[config.mk]
export PLATFORM = sky130hd
export DESIGN_NAME = uart_rcv
export DESIGN_NICKNAME = d
export VERILOG_FILES = /design/src/rtl/uart_rcv.sv
export SDC_FILE = /design/constraint.sdc
export NUM_CORES = 1
export LEC_CHECK = 0
export ABC_CLOCK_PERIOD_IN_PS = 1900
export BUFFER_PORTS_ARGS = -buffer_cell sky130_fd_sc_hd__buf_4
export CORE_ASPECT_RATIO = 2
export CORE_MARGIN = 2
export CORE_UTILIZATION = 57
export DETAILED_ROUTE_END_ITERATION = 8
export HOLD_SLACK_MARGIN = 0.02
export PLACE_DENSITY_LB_ADDON = 0.1
export SKIP_LAST_GASP = 1
export SYNTH_ARGS = -nofsm -noshare
export SYNTH_HDL_FRONTEND = slang
export SYNTH_SLANG_ARGS = --single-unit
export TNS_END_PERCENT = 1
[constraint.sdc]
create_clock -name clk -period 1.9 [get_ports clk]
set_clock_uncertainty 0.15 [all_clocks]
set_input_delay 0.095 -clock clk [delete_from_list [all_inputs] [get_ports clk]]
set_output_delay 0.095 -clock clk [all_outputs]
set_load 0.05 [all_outputs]
[src/rtl/uart_rcv.sv]
// uart_rcv: 8N1 serial receiver; synchronizes RX, validates the start bit, samples 8 data bits LSB-first at mid-bit.
// Latency: rdy/rx_data/frm_err update 2 + HALF + 9*BAUD_CYCLES edges after RX is first sampled low.
// Backpressure: none; rdy is sticky until clr_rdy, and a frame completing while rdy is still set raises ovr_err.
//
// Ports:
//   clk      - system clock, rising edge
//   rst      - synchronous active-high reset
//   RX       - asynchronous serial input, idles high
//   clr_rdy  - consumer acknowledge; clears rdy and ovr_err
//   rx_data  - last received byte, held until the next frame completes
//   rdy      - sticky new-byte flag
//   frm_err  - stop bit of the last completed frame was 0 (valid with rdy)
//   ovr_err  - sticky: a frame completed while rdy was still set
module uart_rcv #(
  parameter int BAUD_CYCLES = 109
) (
  input  logic       clk,
  input  logic       rst,
  input  logic       RX,
  input  logic       clr_rdy,
  output logic [7:0] rx_data,
  output logic       rdy,
  output logic       frm_err,
  output logic       ovr_err
);

  localparam int HALF = BAUD_CYCLES / 2;
  localparam int CW   = $clog2(BAUD_CYCLES);
  localparam logic [CW-1:0] HALF_M1 = CW'(HALF - 1);
  localparam logic [CW-1:0] BAUD_M1 = CW'(BAUD_CYCLES - 1);

  typedef enum logic [1:0] {IDLE, START, DATA, STOP} state_t;

  state_t          state;
  state_t          state_nxt;
  logic            rx_m;
  logic            rx_s;
  logic [CW-1:0]   baud_cnt;
  logic [3:0]      bit_cnt;
  logic [7:0]      shreg;
  logic            start_smp;
  logic            data_smp;
  logic            stop_smp;
  logic            any_smp;

  always_comb begin
    state_nxt = state;
    start_smp = 1'b0;
    data_smp  = 1'b0;
    stop_smp  = 1'b0;
    case (state)
      IDLE: begin
        if (!rx_s) state_nxt = START;
      end
      START: begin
        if (baud_cnt == HALF_M1) begin
          start_smp = 1'b1;
          // A high line at mid-start means the low level was a glitch.
          state_nxt = rx_s ? IDLE : DATA;
        end
      end
      DATA: begin
        if (baud_cnt == BAUD_M1) begin
          data_smp = 1'b1;
          if (bit_cnt == 4'd7) state_nxt = STOP;
        end
      end
      STOP: begin
        // Leaving at mid-stop-bit lets a start bit that directly follows be caught.
        if (baud_cnt == BAUD_M1) begin
          stop_smp  = 1'b1;
          state_nxt = IDLE;
        end
      end
      default: state_nxt = IDLE;
    endcase
  end

  assign any_smp = start_smp | data_smp | stop_smp;

  always_ff @(posedge clk) begin
    if (rst) begin
      rx_m     <= 1'b1;
      rx_s     <= 1'b1;
      state    <= IDLE;
      baud_cnt <= '0;
      bit_cnt  <= '0;
      shreg    <= '0;
      rx_data  <= '0;
      rdy      <= 1'b0;
      frm_err  <= 1'b0;
      ovr_err  <= 1'b0;
    end else begin
      rx_m  <= RX;
      rx_s  <= rx_m;
      state <= state_nxt;

      // Bit timing restarts on every state change and every sample.
      if (state == IDLE || state_nxt != state || any_smp)
        baud_cnt <= '0;
      else
        baud_cnt <= baud_cnt + 1'b1;

      if (start_smp && !rx_s)
        bit_cnt <= '0;
      else if (data_smp)
        bit_cnt <= bit_cnt + 4'd1;

      // Shift right so the first (LSB) bit ends up in bit 0 after 8 shifts.
      if (data_smp)
        shreg <= {rx_s, shreg[7:1]};

      if (stop_smp) begin
        rx_data <= shreg;
        frm_err <= ~rx_s;
      end

      // Completion wins over a coincident clear.
      if (stop_smp)
        rdy <= 1'b1;
      else if (clr_rdy)
        rdy <= 1'b0;

      // A coincident clear acknowledges the old byte, so no overrun is flagged.
      if (clr_rdy)
        ovr_err <= 1'b0;
      else if (stop_smp && rdy)
        ovr_err <= 1'b1;
    end
  end

endmodule

==> summary.txt <==
Detailed routing
  • Vias per std cell: 6.349
  • Final ANT Viol Nets: 0
  • Post-DR wirelength/cell: 15.67 um
  • Remaining DRCs: 0
  • Iter 0 DRT Violations: 30
  • WL final: 3.368 mm
  • First-pass DRT Iterations: 4
  • Vias after detailed routing: 1365

Die
  • Initial Utilization: 60.16%
  • Die Ht: 77.19 um
  • Die width: 40.59 um
  • Die area: 3133 um^2
  • Number of top-level pins: 15
  • Total core area: 2537 um^2
  • Number of cell rows: 26

Synth
  • Post-synth top area share: 44.59%
  • Top_reg_cell synth: dfxtp_1
  • Cells taking the most area after synthesis: dfxtp_1 (45%), nand3_1 (4.9%), a311oi_1 (4.6%)
  • Post-Syn Area: 1526 um^2
  • Syn_nets: 176
  • Biggest area consumer among synthesized cells: dfxtp_1
  • Post-synth cell types: 38
  • Synthesized area per cell: 9.086 um^2
  • Seq cells post-synth: 34
  • Yosys warnings: 0
  • Mapped Cells: 168
  • Register area share after synthesis: 44.59%
  • Number of synthesized flops with an enable pin: 0
  • Share of synthesized flip-flops with an asynchronous set or reset: 0%

STA
  • Slew margin rel.: 69.69%
  • Max Fclk: 0.5543 GHz
  • WHS: 261.4 ps
  • Worst-margin pin slew: 454.2 ps
  • Final Critical Period: 1804 ps
  • Count of final hold-check violations: 0
  • RSZ-0062 raised after global routing: false
  • Final Slew Violations: 0
  • Setup TNS: 0 ps
  • Final period util: 94.96%
  • Setup violators final: 0

Layout
  • Antenna fix cells: 0
  • Fillers: 203
  • Cell Count, Final, Fillers Out: 215
  • Final Cell Area: 1787 um^2
  • Commonest non-fill, non-tap cell in the layout: dfxtp_1
  • P&R area growth vs syn: 17.05%
  • Most frequent cells in the layout: dfxtp_1 (34), buf_4 (22), nand3_1 (15)
  • Ratio of cells with drive above 1 in the final layout: 23.53%
  • Layout Nets: 194

Critical path
  • CP endpoint kind: flip-flop
  • Cell Chain, Critical Path: buf_4, and3_1, mux2_1
  • Critical Path Fanout Max: 11
  • Worst setup SP type: flip-flop
  • Critical path type: flip-flop to flip-flop
  • Crit-path leading delay family: flip-flops
  • Largest stage delay, worst path: 520 ps
  • CP Buf/Inv Count: 1
  • Slowest-stage cell, CP: dfxtp_1
  • Arrival time at the worst endpoint: 1840 ps
  • Crit path required time: 1930 ps

Pwr
  • Total power: 0.001315 W
  • Worst IR drop on VDD: 0.7276 mV
  • PD cells: 735.9 nW/um^2
  • P_leak: 0.6312 nW

CTS
  • Post_cts resized: 0
  • Clk sinks: 34
  • CTS root buffer: clkbuf_8
  • CTS H-tree depth: 2
  • Worst skew pair latency: 290 ps
  • CTS Buf Count: 5
  • CTS tree: built
  • Clk pin slew, worst setup/hold paths: 70 ps
  • Clock Tree Buf Depth: 2

Global route
  • First-pass GRT wire length: 5.202 mm
  • Number of antenna violations at the first check in global routing: 0
  • GRT Residual Overflow: 0
  • Total Routing Usage GR: 24.12%
  • Vias in the first global route: 1206
  • Largest net degree at the start of global routing: 24

Place
  • Cell Area, Placed: 1647 um^2
  • Placer Congestion: 0.7653
  • Placed insts: 202
  • Hpwl dp: 2.313 mm
  • Port buffer count: 14

Status
  • Outcome: finished clean

Run
  • Max-Cap Viols: 0

Worst hold path
  • HP Class: flip-flop to flip-flop
==> metrics by stage <==
stage                     utilization (%)  setup slack, ps
after detailed placement            64.89            87.87
after floorplan                         -            235.3
final                               70.41            95.81
after global routing                70.41            16.78
after CTS                           69.82            52.07
after global placement              64.89            152.1
==> Yosys cell counts, drive strengths merged, types with 2 or more instances <==
| cell type | n |
|---|---|
| or2 | 2 |
| or3 | 4 |
| o31ai | 3 |
| xor2 | 2 |
| a21oi | 13 |
| nor2 | 2 |
| a311oi | 8 |
| ha | 4 |
| inv | 13 |
| dfxtp | 34 |
| nor2b | 2 |
| clkbuf | 8 |
| buf | 6 |
| nand3 | 15 |
| o21ai | 13 |
| a31o | 8 |
| and3 | 2 |
| a211oi | 2 |
| o22ai | 2 |
| nand4b | 2 |
| nand2 | 3 |
| or4 | 2 |
| nor3 | 5 |
| and4b | 2 |
==> flip-flops by register name (all words and copies together), names as in the netlist <==
name and cells:
ovr_err 1, rx_s 1, bit_cnt 4, rx_data 8, state 2, shreg 8
frm_err 1, rdy 1, baud_cnt 7, rx_m 1
==> path summary, 6_finish.rpt <==
check	startpoint	to	slack (ps)	cells after the start
max	state[0]	frm_err	100	3
min	rx_m	rx_s	260	1
max reg2reg	state[0]	frm_err	100	3
min reg2reg	rx_m	rx_s	260	1
==> per-layer routing <==
layer	GRT usage (%)	vias up	wire, um
li1	-	654	-
met5	0	-	0
met3	6.936	11	149
met4	14.33	0	104
met1	23.84	664	1252
met2	40.16	36	1862
==> kinds of logic after synthesis <==
kind of cell | Yosys count | synth area share [%]
compound gates | 53 | 23.85
xor+xnor | 3 | 1.722
fa+ha+maj | 4 | 3.279
buf+inv | 27 | 7.459
flops | 34 | 44.59
mux | 1 | 0.7377
simple gates | 46 | 18.36
==> worst register-to-register path: stages, from the launching register on <==
cell and delay [ps]:
dfxtp_1 520, buf_4 250, and3_1 420, mux2_1 360
==> power breakdown <==
group | internal, W | switching [W]
registers | 0.000716 | 0.00000567
logic | 0.0000168 | 0.0000238
clock network | 0.000291 | 0.000261
==> repair_timing <==
action                                 CTS  global route
hold buffers                             3             0
endpoints found under the hold margin   12             0
setup buffers                            0             2
setup endpoints to repair                0             1
==> final cells by class <==
type | count | area [um^2] | area share [%]
flip-flops and latches | 34 | 680.7 | 38.10
well taps | 28 | 35.03 | 1.961
multi-input cells | 107 | 732.0 | 40.97
repair buffers | 25 | 195.2 | 10.92
clock inverters | 2 | 12.51 | 0.7003
inverters | 13 | 48.80 | 2.731
clock buffers | 6 | 82.58 | 4.622
(Power assumes the default switching activity.)
